===== config.mk =====
export PLATFORM = sky130hd
export DESIGN_NAME = ram_access_arbiter
export DESIGN_NICKNAME = d
export VERILOG_FILES = /design/src/rtl/ram_arb_pkg.sv /design/src/rtl/rr_arbiter2.sv /design/src/rtl/ram_access_arbiter.sv
export SDC_FILE = /design/constraint.sdc
export NUM_CORES = 1
export LEC_CHECK = 0
export CAP_MARGIN = 20
export CORE_MARGIN = 4
export CORE_UTILIZATION = 41
export CTS_BUF_LIST = sky130_fd_sc_hd__clkbuf_4
export DETAILED_ROUTE_END_ITERATION = 6
export PLACE_DENSITY = 0.77
export SYNTH_ARGS = -nofsm -noshare
export SYNTH_HDL_FRONTEND = slang
export SYNTH_HIERARCHICAL = 1
export SYNTH_SLANG_ARGS = --single-unit

===== constraint.sdc =====
create_clock -name Clock -period 3.3 [get_ports Clock]
set_input_delay 0.33 -clock Clock [delete_from_list [all_inputs] [get_ports Clock]]
set_output_delay 0.33 -clock Clock [all_outputs]
set_load 0.02 [all_outputs]

===== src/rtl/ram_arb_pkg.sv =====
// Shared types and constants for the 16x4 register-RAM access arbiter.
//   ram_arb_state_t : access sequencer states
//   RAM_ADDR_W / RAM_DATA_W : RAM geometry (16 words of 4 bits)
//   OWN_A / OWN_B : encoding of the owner flag
package ram_arb_pkg;

   localparam int RAM_ADDR_W = 4;
   localparam int RAM_DATA_W = 4;

   localparam logic OWN_A = 1'b0;
   localparam logic OWN_B = 1'b1;

   typedef enum logic [2:0] {
      IDLE    = 3'd0,
      SETUP   = 3'd1,
      STROBE  = 3'd2,
      HOLD    = 3'd3,
      CAPTURE = 3'd4
   } ram_arb_state_t;

endpackage


===== src/rtl/rr_arbiter2.sv =====
// Two-way round-robin grant for the RAM arbiter.
// Purely combinational; the owner register is kept by the caller and the
// result is only consumed while the sequencer is idle.
//   a_req, b_req : pending requests
//   owner        : last grantee (OWN_A / OWN_B)
//   grant_valid  : at least one request pending
//   grant_b      : 1 = B wins, 0 = A wins (meaningful when grant_valid)
module rr_arbiter2
   import ram_arb_pkg::*;
(
   input  logic a_req,
   input  logic b_req,
   input  logic owner,
   output logic grant_valid,
   output logic grant_b
);

   assign grant_valid = a_req | b_req;

   // On a tie the requester that did not own the RAM last time wins.
   assign grant_b = b_req & (~a_req | (owner == OWN_A));

endmodule


===== src/rtl/ram_access_arbiter.sv =====
// Shares the 16x4 edge-clocked register RAM between requester A (CPU
// datapath) and requester B (loader/debug) and sequences every access into
// address-setup / strobe / hold phases so the cells are written cleanly.
//   Clock, nReset            : system clock, async active-low reset
//   a_* / b_*                : request/we/addr/wdata in, ack/rdata out
//   ram_addr, ram_data, ram_w: RAM select, data and write pins
//   ram_q                    : RAM asynchronous read data
//   busy                     : sequencer not idle
//   owner                    : current/last grantee (0 = A, 1 = B)
//
// state   | meaning
// IDLE    | waiting for a request; arbitration and field latch happen here
// SETUP   | address/data settle, ram_w low; reads capture ram_q here
// STROBE  | ram_w high, cell clocks in the data
// HOLD    | ram_w low, address/data still held, write ack
// CAPTURE | read ack with captured rdata
module ram_access_arbiter
   import ram_arb_pkg::*;
#(
   parameter int ADDR_W = RAM_ADDR_W,
   parameter int DATA_W = RAM_DATA_W
) (
   input  logic              Clock,
   input  logic              nReset,
   input  logic              a_req,
   input  logic              a_we,
   input  logic [ADDR_W-1:0] a_addr,
   input  logic [DATA_W-1:0] a_wdata,
   output logic              a_ack,
   output logic [DATA_W-1:0] a_rdata,
   input  logic              b_req,
   input  logic              b_we,
   input  logic [ADDR_W-1:0] b_addr,
   input  logic [DATA_W-1:0] b_wdata,
   output logic              b_ack,
   output logic [DATA_W-1:0] b_rdata,
   output logic [ADDR_W-1:0] ram_addr,
   output logic [DATA_W-1:0] ram_data,
   output logic              ram_w,
   input  logic [DATA_W-1:0] ram_q,
   output logic              busy,
   output logic              owner
);

   ram_arb_state_t state;
   ram_arb_state_t state_nxt;
   logic           lat_we;
   logic           grant_valid;
   logic           grant_b;
   logic           grant_take;
   logic           acc_done;

   rr_arbiter2 u_rr_arbiter2 (
      .a_req       (a_req),
      .b_req       (b_req),
      .owner       (owner),
      .grant_valid (grant_valid),
      .grant_b     (grant_b)
   );

   assign grant_take = (state == IDLE) && grant_valid;

   always_ff @(posedge Clock or negedge nReset) begin
      if (!nReset) begin
         state <= IDLE;
      end else begin
         state <= state_nxt;
      end
   end

   // ram_w, busy and the acks decode straight from the state register so an
   // asynchronous reset forces them low without waiting for a clock edge.
   always_comb begin
      state_nxt = state;
      ram_w     = 1'b0;
      busy      = 1'b1;
      acc_done  = 1'b0;
      case (state)
         IDLE: begin
            busy = 1'b0;
            if (grant_valid) begin
               state_nxt = SETUP;
            end
         end
         SETUP: begin
            state_nxt = lat_we ? STROBE : CAPTURE;
         end
         STROBE: begin
            ram_w     = 1'b1;
            state_nxt = HOLD;
         end
         HOLD: begin
            acc_done  = 1'b1;
            state_nxt = IDLE;
         end
         CAPTURE: begin
            acc_done  = 1'b1;
            state_nxt = IDLE;
         end
         default: begin
            state_nxt = IDLE;
         end
      endcase
      a_ack = acc_done && (owner == OWN_A);
      b_ack = acc_done && (owner == OWN_B);
   end

   // ram_addr/ram_data double as the latched request fields, so they can
   // only move on the IDLE->SETUP edge and stay put across the strobe.
   always_ff @(posedge Clock or negedge nReset) begin
      if (!nReset) begin
         owner    <= OWN_B;
         lat_we   <= 1'b0;
         ram_addr <= '0;
         ram_data <= '0;
      end else if (grant_take) begin
         owner    <= grant_b ? OWN_B : OWN_A;
         lat_we   <= grant_b ? b_we : a_we;
         ram_addr <= grant_b ? b_addr : a_addr;
         ram_data <= grant_b ? b_wdata : a_wdata;
      end
   end

   always_ff @(posedge Clock or negedge nReset) begin
      if (!nReset) begin
         a_rdata <= '0;
         b_rdata <= '0;
      end else if ((state == SETUP) && !lat_we) begin
         if (owner == OWN_A) begin
            a_rdata <= ram_q;
         end else begin
            b_rdata <= ram_q;
         end
      end
   end

endmodule


* Yosys cells after proc, flatten, opt, wreduce, memory -nomap -nowiden
Index checks and enable logic that the tools add are counted.
** Word-level totals
- ROM bits :: 0
- Register bits after elaboration :: 21
- Memories :: 0
- Memory bits (writable) :: 0
- Logic and storage cells :: 36
- Latch bits :: 0
** Cells by class
- Equality and inequality tests :: 5
- Reductions and logical operators :: 9
- Multiplexer cells :: 10
- Bitwise logic cells :: 5
- Shift-type cells :: 0
- Div/mod/pow operators :: 0
- Magnitude comparators :: 0
- Add/sub/neg operators :: 0
- Multipliers :: 0
** Operators with widths (number)
- 3-bit case mux with 3 select lines :: 1
- 4-bit 2-to-1 mux :: 2
- 3-bit by 2-bit equality test with 1-bit output, second input constant :: 2
- 3-bit 2-to-1 mux :: 2
- 1-bit 2-to-1 mux :: 5
- 1-bit logical AND :: 4
- 2-bit AND reduction :: 2
- 3-bit by 1-bit equality test with 1-bit output, second input constant :: 1
- 3-bit equality test, second input constant :: 1
- 3-bit logical NOT :: 1
- 2-bit != test, second input constant :: 1
- 1-bit inverter :: 2
- 1-bit OR :: 2
- 2-bit OR reduction :: 1
- 1-bit bitwise AND :: 1
- 1-bit logical NOT :: 1

* Logic depth before layout (Yosys ltp)
- Word-level depth :: 4
- Gate-level depth with buffers :: 5

* Cells and area by module
The synthesis kept the hierarchy.
** Modules (own cells, without submodules)
- ram_access_arbiter :: cells an instance 78, seq. area each 526.8 um^2, instances 1, area an instance 987.2 um^2
- rr_arbiter2 :: cells an instance 2, seq. area each 0.0 um^2, instances 1, area an instance 13.8 um^2

* Worst setup path after synthesis
OpenSTA, ideal clock, no wires.
- Kind :: register to register
- From :: reg state[1]
- To :: reg a_rdata[0]
- Setup time :: 0.125 ns
- Arrival :: 1.316 ns
- Slack :: 1.859 ns
- Stages on the path, launching flop included :: 5
- Period minus slack after synthesis :: 1.441 ns
- Cell sequence :: dfrtp_1 buf_6 nor4b_4 and2b_1 mux2_2
** Between the ends
- Longest elaborated chain between the ends :: 3
** RTL lines
- start, declared :: RTL line ram_access_arbiter.sv:45 : ram_arb_state_t state;
- start signal, assigned :: RTL line ram_access_arbiter.sv:67 : state <= state_nxt;
- 3-bit by 1-bit equality test with 1-bit output :: RTL line ram_access_arbiter.sv:128 : end else if ((state == SETUP) && !lat_we) begin
- 1-bit logical AND :: RTL line ram_access_arbiter.sv:128
- 2-bit AND reduction (no source line)
- end signal, assigned :: RTL line ram_access_arbiter.sv:130 : a_rdata <= ram_q;
- end, declared :: RTL line ram_access_arbiter.sv:30 : output logic [DATA_W-1:0] a_rdata,
Every way passes these cells.
A chain may end at the register's enable or synchronous reset.

* Worst setup path after layout
- From :: reg state[2]
- To :: out b_ack
** Between the ends
- Longest elaborated chain between the ends :: 4
- Elaborated cells between the ends (all ways) :: 5
** RTL lines
- 3-bit equality test or 3-bit by 2-bit equality test with 1-bit output (tied branches) :: RTL line ram_access_arbiter.sv:78 : case (state)
- 2-bit OR reduction (no source line) *
- 1-bit 2-to-1 mux * :: RTL line ram_access_arbiter.sv:78
- 1-bit logical AND * :: RTL line ram_access_arbiter.sv:105 : b_ack = acc_done && (owner == OWN_B);
- end, declared :: RTL line ram_access_arbiter.sv:35 : output logic b_ack,
Mark *: on every way between the ends. The rest lies on a longest branch, timed or not.

==> out/results.ini <==
[worst_setup_path]
worst_setup_start_kind = flip-flop
worstPathArrival_ns = 1.87
path_cells = and3b_2 -> a21oi_1 -> nor2b_1 -> clkdlybuf4s50_1
reg2reg_depth = 3
cp_data_required_time_ns = 2.97
critical_path.max_stage_delay_ns = 0.55
reg2reg_slack_ns = 1.72
critPathSlowestCell = dfrtp_1
timing.setup.critical_path_class = reg -> out
critical_path.endpoint = b_ack
critical_path.startpoint = state[2]
endpoint_kind = output port
worst-path-max-fanout = 8
crit-reg2reg-launch = state[1]
timing.critical_path.depth = 4
critical_path.reg2reg.endpoint = a_rdata[1]
cp_num_buf_inv = 1
critical_path.top_delay_family = flip-flops

[drt]
maxUsedRoutingLayer = met4
wl_met3_um = 169
detail_route.wirelength_um = 2170
dr_total_vias = 755
remaining_drc_errors = 0
met1_routed_wirelength_after_detailed_routing_um = 910
wl_met2_um = 1050
routed_via_density = 4.87
first_pass_iters = 3
drt_first_iter_violations = 6
drt-wirelength-per-cell_um = 14.0
ant_nets = 0

[power]
comb_power_share = 0.550
power.share.sequential = 0.364
intPower_uw = 840
power_frac_clock = 0.086
power.leakage_nw = 0.620
power.switching_uw = 539
p_sw_frac = 0.391
ir_drop_uv = 520
power_density_nw_per_um2 = 925

[yosys]
mappedNetlistNets = 106
synth_commonest_cells = dfrtp_1, nor2_1, a21oi_1
post_synth_top_area_share = 0.500
synthAdderAreaFrac = 0
synthesized_flop_and_latch_total = 21
post_synth_inst_count = 80
synthMostInstantiatedCell = dfrtp_1
post_synthesis_compound_gate_area_fraction = 0.0663
synthesis.area_per_instance_um2 = 12.5
seq_area_frac_synth = 0.526
post_synth_xor_area_fraction = 0
post_synth_num_cell_types = 23
yosys.area_share.simple = 0.164
post_synth_edffs = 0
synth.yosys.warnings = 6
synth_top_family_by_area = multiplexers
synthTopCellsByArea = dfrtp_1, mux2i_1, mux2_2, a21oi_1, nor4b_4
yosysTopAreaCell = dfrtp_1
ys.flop_type = dfrtp_1
async_set_or_reset_register_ratio_after_synthesis = 1.00
synth_mux_area_frac = 0.195
synth_area_um2 = 1000

[sta]
report.final.hold_viol_count = 0
clock_skew_after_layout_ns = 0.00421
slew_headroom = 0.383
setup_viol = 0
setup_slack_ns = 1.10
fin_crit_ns = 2.20
grt_setup_unrepaired = no
tightestPinTransition_ns = 0.922
worst_hold_check_slack_ns = 0.524
final_cycle_share = 0.666
drv_slew = 0
fin_tns_setup_ns = 0
maxClockFrequency_mhz = 455

[place]
post-place-cells = 151
dpl.hpwl_um = 1720
io_buffer_count = 46
gpl.final_weighted_congestion = 0.765
placement.setup.worst_slack_ns = 1.44

[grt]
grt_pass1_vias = 812
grt_overflow_total = 0
grt_first_pass_wirelength_um = 3750
grt_max_degree = 22
number_of_antenna_violations_at_the_first_check_in_global_routing = 0
globalRouteTotalUtil = 0.148

[clock_network]
cts_setup_buffers = 0
cts-resized-gates = 0
cts.htree.levels = 1
worst_skew_pair.late_latency_ns = 0.29
cts-hold-fix-buffers = 0
tritoncts = built
cts-root-to-sink-buffers = 2
cts.sinks = 21
cts_inserted_buffers = 3
post_cts_clock_slew_at_the_launch_and_capture_registers_of_the_worst_setup_and_hold_paths_ns = 0.11
root_buf_cell = clkbuf_4

[final_layout]
layout_cells_sized_above_1 = 0.173
area.growth.synth_to_final_pct = 48.9
fin_util = 0.655
diodes = 0
final_nets = 154
post_layout_nonfiller_instances = 155

[die]
die_area_um2 = 3300
dieHeight_um = 57.4
rows = 17
design.core.area_um2 = 2280
io_pins = 47
dieWidth_um = 57.4
starting_density_of_the_core = 0.440

[flow_run]
max_cap_viol_count = 0

[status]
outcome = finished, final reports clean

[hold_path]
worst_min_delay_path_class = reg -> reg
timing.hold.worst.start = a_rdata[0]

## cell type report
cell class                      count  area [um^2]
Fill cell                         185          786
Clock inverter                      1         5.00
Multi-Input combinational cell     54          425
Sequential cell                    21          527
Timing Repair Buffer               48          475
Tap cell                           28         35.0
Clock buffer                        3         22.5
## metrics by stage
step	instance area, um^2	power [mW]
detailed placement	1460	1.27
global placement	1460	1.25
floorplan	1000	0.963
global route	1490	1.48
finish	1490	1.38
CTS	1490	1.40
## how the worst min path moves through the flow
stage                       to  slack, ns  cells past startpoint
finish              a_rdata[0]       0.52                      1
global placement    a_rdata[1]       0.49                      1
detailed placement  a_rdata[1]       0.50                      1
CTS                 a_rdata[1]       0.53                      1
floorplan           a_rdata[0]       0.03                      0
global route        a_rdata[3]       0.55                      1
## flip-flops by register name, summed over array words and instances (netlist names)
| signal | cells |
|---|---|
| b_rdata | 4 |
| a_rdata | 4 |
| ram_addr | 4 |
| ram_data | 4 |
| state | 3 |
| owner | 1 |
| lat_we | 1 |
## cells in the final DEF, fill, tap and decap left out, types with 2 or more instances in the layout
master,count
dfrtp_1,20
nor4b_4,2
clkdlybuf4s50_1,46
mux2i_1,9
a21oi_1,10
buf_4,2
nor2_1,11
mux2_2,8
clkbuf_4,3
## worst reg2reg max path: cells and delay by family (launching register included)
kind,cells,cell delay [ns]
DFF,1,0.51
muxes,1,0.36
and+or+nand+nor,2,0.61
## power groups by stage
stage,registers (mW),clock network (mW),logic [mW]
2_1_floorplan,0.592,0,0.370
3_3_place_gp,0.497,0,0.754
3_5_place_dp,0.507,0,0.768
4_1_cts,0.504,0.123,0.771
5_1_grt,0.528,0.135,0.813
6_report,0.502,0.118,0.759
## per-layer routing
layer  vias to the layer above  track usage
li1                        372            -
met1                       349        0.184
met2                        30        0.244
met3                         4       0.0362
met4                         0       0.0596
met5                         -            0
## logic make-up (layout without fill, tap and decap cells)
family / after synthesis / count (layout)
multiplexers: 18 / 18
AO/OA/AOI/OAI: 12 / 12
buffers and inverters: 5 / 52
flip-flops: 21 / 21
AND/OR/NAND/NOR: 24 / 24
No activity file was read; power rests on OpenSTA's default activity.
==> RTL change 1 (same settings) <==
Re-encode `ram_arb_state_t` (5 states) as one-hot, 5 bits wide.
--- a/src/rtl/ram_arb_pkg.sv
+++ b/src/rtl/ram_arb_pkg.sv
@@ -12,8 +12,8 @@
 
-   typedef enum logic [2:0] {
-      IDLE    = 3'd0,
-      SETUP   = 3'd1,
-      STROBE  = 3'd2,
-      HOLD    = 3'd3,
-      CAPTURE = 3'd4
+   typedef enum logic [4:0] {
+      IDLE    = 5'b00001,
+      SETUP   = 5'b00010,
+      STROBE  = 5'b00100,
+      HOLD    = 5'b01000,
+      CAPTURE = 5'b10000
    } ram_arb_state_t;
Check against the original RTL: same outputs for any inputs over 10 cycles, from zero or initial values and one cycle with nReset low; not proved beyond that.
==> RTL change 1 against the original RTL <==
  * Clock power rose by 14%
  * Power rose by 2.0%
  * Sequential power rose by 4.0%
  * Count of clock-buffer cells in the layout rose by 1
  * Routed wire length rose by 2.2%
  * Worst setup slack got worse by 190 ps
  * Synthesized area rose by 6.4%
  * Sequential cell count rose by 2
  * Hold slack got worse by 290 ps
  * Final area rose by 8.7%
  * Clock skew fell by 0.93 ps
  * Sequential share of layout area rose by 0.33 points
  * Critical path type unchanged
  * Largest cell class unchanged
  * Largest power group unchanged
  * Highest routed layer unchanged
==> RTL change 1: results (changes against the original RTL) <==
Pwr
  • Max IR drop VDD: 0.000640 V (+23%)
  • P_leak: 0.663 nW (+6.8%)

Status
  • Outcome: finished, final reports clean

Detailed routing
  • Vias/cell: 4.97 (+2.0%)
  • Total Wirelength: 2.22 mm (+2.2%)
  • Number of iterations in the first detailed-routing pass: 2 (-1)
  • Iter 0 DRT Violations: 11 (+5)

Yosys
  • Main synth FF type: dfrtp_1
  • YS warnings: 6 (unchanged)
  • Sequential area share after synthesis: 0.543 (+0.0166)
  • Synth top cells by count: 27 x mux2_2, 21 x dfrtp_1, 5 x nor2_1
  • Ys async rst share: 1.00 (unchanged)
  • Synth Net Count: 103 (-2.8%)
  • Distinct cell type count after synthesis: 21 (-8.7%)
  • Synth area leaders: dfrtp_1 49%, mux2_2 29%, dfstp_2 4.9%, nor2_1 1.8%, xnor2_1 1.6%

Placed design
  • Routability Congestion: 0.657 (-14%)
  • Pre-CTS setup slack: 1250 ps (-193 ps)
  • Post-detail-place hpwl: 1.80 mm (+4.4%)
  • DP Area: 0.00156 sq mm (+6.8%)

Layout
  • Fillers: 189 (+2.2%)
  • Layout cells sized above 1: 0.313 (+0.139)
  • Post-Layout Inst Area: 0.00162 sq mm (+8.7%)
  • Fin nets: 155 (+0.65%)

Setup path
  • Max FO, Critical Path: 4 (-4)
  • CP arrival: 2050 ps (+180 ps)

Global routing
  • Global Route Usage Sum: 0.142 (-0.00541)
  • Pin count of the biggest net entering global routing: 24 (+9.1%)
  • First-pass GRT wire length: 3.72 mm (-0.72%)
  • Vias in the first global route: 860 (+5.9%)

Clock tree
  • Resized cells post-CTS: 0 (unchanged)
  • Worst-skew pair later-pin latency: 310 ps (+20 ps)
  • Clock Path Buffers: 2 (unchanged)

Worst hold path
  • Worst hold path type: in2async

STA
  • Slew headroom: 0.832 (+0.448)
  • Worst Skew: 3.28 ps (-0.925 ps)
## RTL change 1: cell types whose count changed after synthesis, sizes merged, moves of 4 or more
cell | before | now
buf | 5 | 1
mux2i | 9 | 0
a21oi | 11 | 0
nor2 | 12 | 5
mux2 | 9 | 27
## RTL change 1: stage by stage
stage	instances	power [mW]
floorplan	77	0.950
global placement	153	1.26
detailed placement	153	1.29
CTS	157	1.42
global route	158	1.50
finish	158	1.41
## RTL change 1: final timing paths
check,startpoint,endpoint,slack [ps],cells after the start
max,state[3],b_ack,920,4
min reg2reg,lat_we,state[4],510,1
max reg2reg,state[0],ram_addr[1],1690,4
max in group asynchronous,nReset,owner,2620,2
min,nReset,ram_data[0],230,1
min in group Clock,lat_we,state[4],510,1
## RTL change 1: final cells by class
type                            instances  area, sq um  share of cell area
Sequential cell                        23          578               0.357
Timing Repair Buffer                   49          503               0.310
Multi-Input combinational cell         51          468               0.289
Tap cell                               30         37.5              0.0232
Clock buffer                            4         30.0              0.0185
Inverter                                1         3.75             0.00232
## RTL change 1: where the power goes
part	total (mW)	switching (mW)	internal (mW)
clock network	0.134	0.0787	0.0554
registers	0.522	0.0981	0.424
logic	0.750	0.327	0.423
## RTL change 1: metal layers
layer / GRT usage / wire (um) / vias up
li1: - / - / 378
met1: 0.167 / 862 / 380
met2: 0.251 / 1200 / 20
met3: 0.0175 / 105 / 7
met4: 0.0744 / 46 / 0
met5: 0 / 0 / -
## RTL change 1: logic make-up after synthesis
family | count (synthesis) | synth area share
muxes | 27 | 0.286
buffers and inverters | 3 | 0.0176
and+or+nand+nor | 20 | 0.125
DFF | 23 | 0.543
xor gates and xnor gates | 2 | 0.0165
AOI/OAI and AO/OA | 2 | 0.0129
## RTL change 1: critical path: stages, from the launching register on
cell,delay [ps]
dfrtp_1,460
xnor2_1,150
or4_1,430
nor2_1,100
clkdlybuf4s50_1,610
==> RTL change 2 (config.mk and constraints unchanged) <==
Without the edit above. The package constant `RAM_ADDR_W` goes from 4 to 5. Comments in the files are not updated.
--- a/src/rtl/ram_arb_pkg.sv
+++ b/src/rtl/ram_arb_pkg.sv
@@ -6,3 +6,3 @@
 
-   localparam int RAM_ADDR_W = 4;
+   localparam int RAM_ADDR_W = 5;
    localparam int RAM_DATA_W = 4;
Interface: changed (resized a_addr, b_addr and ram_addr); port bits go from 47 to 50. No check against the original RTL was run, so the function may have changed too.
==> RTL change 2 against the original RTL <==
  * Power rose by 7.7%
  * Synthesized area fell by 0.87%
  * Final area rose by 5.1%
  * Sequential power rose by 4%
  * Worst setup slack improved by 27 ps
  * Sequential share of layout area fell by 0.12 points
  * Sequential cell count rose by 1
  * Routed wire length rose by 11%
  * Critical endpoint unchanged
  * Largest cell class unchanged
  * Highest routed layer unchanged
==> RTL change 2: results (changes against the original RTL) <==
Yosys
  • Synth area leaders: dfrtp_1 53%, mux2_1 10%, mux2i_1 10%, a21oi_1 6.1%, nor2_1 4.9%
  • Sequential area share after synthesis: 0.556 (+0.0299)
  • Distinct cell type count after synthesis: 22 (-4.3%)
  • Post-synth EDFFs: 0 (unchanged)
  • YS warnings: 6 (unchanged)
  • Synth Net Count: 111 (+4.7%)
  • Synth top cells by count: 21 x dfrtp_1, 13 x nor2_1, 12 x a21oi_1

Global routing
  • Initial antenna violation count: 0 (unchanged)
  • Global Route Usage Sum: 0.152 (+0.00482)
  • Met3 Usage GRT: 0.0385 (+0.00226)
  • GR Util met1: 0.180 (-0.00362)
  • Met2 usage: 0.274 (+0.0305)
  • First-pass GRT wire length: 3.84 mm (+2.6%)
  • Vias in the first global route: 837 (+3.1%)
  • Pin count of the biggest net entering global routing: 23 (+4.5%)

Status
  • Outcome: finished, final reports clean

STA
  • Final worst slack: 1130 ps (+27.4 ps)
  • Worst Skew: 20.2 ps (+16.0 ps)
  • Worst-Margin Slew: 970 ps (+47.5 ps)

Setup path
  • Worst Setup SP: state[2]
  • Worst r2r path cells: 4 (+1)
  • Max FO, Critical Path: 8 (unchanged)
  • Last element of the critical path: b_ack
  • Reg2reg end: ram_addr[0]
  • CP arrival: 1840 ps (-30 ps)
  • R2R setup slack: 1350 ps (-370 ps)
  • R2r startpoint: state[1]

Detailed routing
  • DRT met1 WL: 919 um (+0.99%)
  • WL per Instance: 14.9 um (+6.2%)
  • Met2 routed WL: 1.36 mm (+30%)
  • Uppermost layer routed: met4
  • Vias/cell: 4.91 (+0.75%)
  • DR WL met3: 102 um (-40%)
  • Iter 0 DRT Violations: 31 (+25)
  • Number of iterations in the first detailed-routing pass: 2 (-1)

Clock tree
  • CTS Root Buffer Type: clkbuf_4
  • Post-CTS repair timing setup buffer count: 0 (unchanged)
  • H-tree levels: 1 (unchanged)
  • Resized cells post-CTS: 0 (unchanged)
  • Clock-pin slew on the worst setup and hold paths: 140 ps (+30 ps)
  • Clock Path Buffers: 2 (unchanged)
  • Worst-skew pair later-pin latency: 320 ps (+30 ps)

Layout
  • Largest register by flop count: ram_addr
  • Layout cells sized above 1: 0.0672 (-0.106)
  • Fin nets: 163 (+5.8%)
  • Diodes inserted: 0 (unchanged)
  • Max reg flops: 5

Placed design
  • IO Port Bufs: 49 (+6.5%)
  • Post-detail-place hpwl: 1.89 mm (+9.4%)
  • Routability Congestion: 0.667 (-13%)
  • DP Area: 0.00151 sq mm (+3.5%)

Worst hold path
  • Hold Path Origin: b_rdata[2]
  • Worst hold path type: reg2reg

Pwr
  • Switching share of total power: 0.380 (-0.0105)
  • P_leak: 0.652 nW (+5.1%)
  • Max IR drop VDD: 0.000578 V (+11%)
==> RTL change 2: cell count changes after synthesis, moves of 2 or more <==
cell,change
a21oi_1,+2
buf_2,+2
mux2_2,-8
mux2_1,+9
nor2_1,+2
buf_6,-4
==> RTL change 2: worst min-delay path by stage <==
stage,to,cells after the start
after floorplan,a_rdata[0],0
after global placement,a_rdata[0],1
after detailed placement,a_rdata[1],1
after CTS,b_rdata[2],1
after global routing,a_rdata[2],1
final,b_rdata[2],1
==> RTL change 2: final cells by class <==
class	count	area, sq um
multi-input cells	57	422
fillers	188	688
repair buffers	51	505
well taps	28	35.0
clock inverters	1	30.0
flip-flops and latches	22	552
clock buffers	3	22.5
==> RTL change 2: per-stage QoR <==
stage               hold WS (ps)  power [mW]  std cells
floorplan                   34.4       0.924         83
global placement             473        1.27        158
detailed placement           482        1.29        158
CTS                          512        1.50        162
global route                 528        1.58        162
finish                       503        1.49        162
==> RTL change 2: worst max-delay path, cell delays in order, from the launching register on <==
cell and delay (ps):
dfrtp_1 500, and3b_1 250, a21oi_1 50, nor2b_1 120, clkdlybuf4s50_1 600
==> RTL change 2: logic make-up after synthesis <==
kind of cell | Yosys count | synth area share
buffers and inverters | 4 | 0.0189
AND/OR/NAND/NOR | 25 | 0.154
flip-flops | 22 | 0.556
AO/OA/AOI/OAI | 13 | 0.0681
multiplexers | 19 | 0.203
==> RTL change 2: power by group through the flow <==
stage	clock network (mW)	registers, mW	logic (mW)
2_1_floorplan	0	0.634	0.289
3_3_place_gp	0	0.522	0.744
3_5_place_dp	0	0.524	0.770
4_1_cts	0.209	0.520	0.771
5_1_grt	0.222	0.541	0.816
6_report	0.206	0.520	0.760
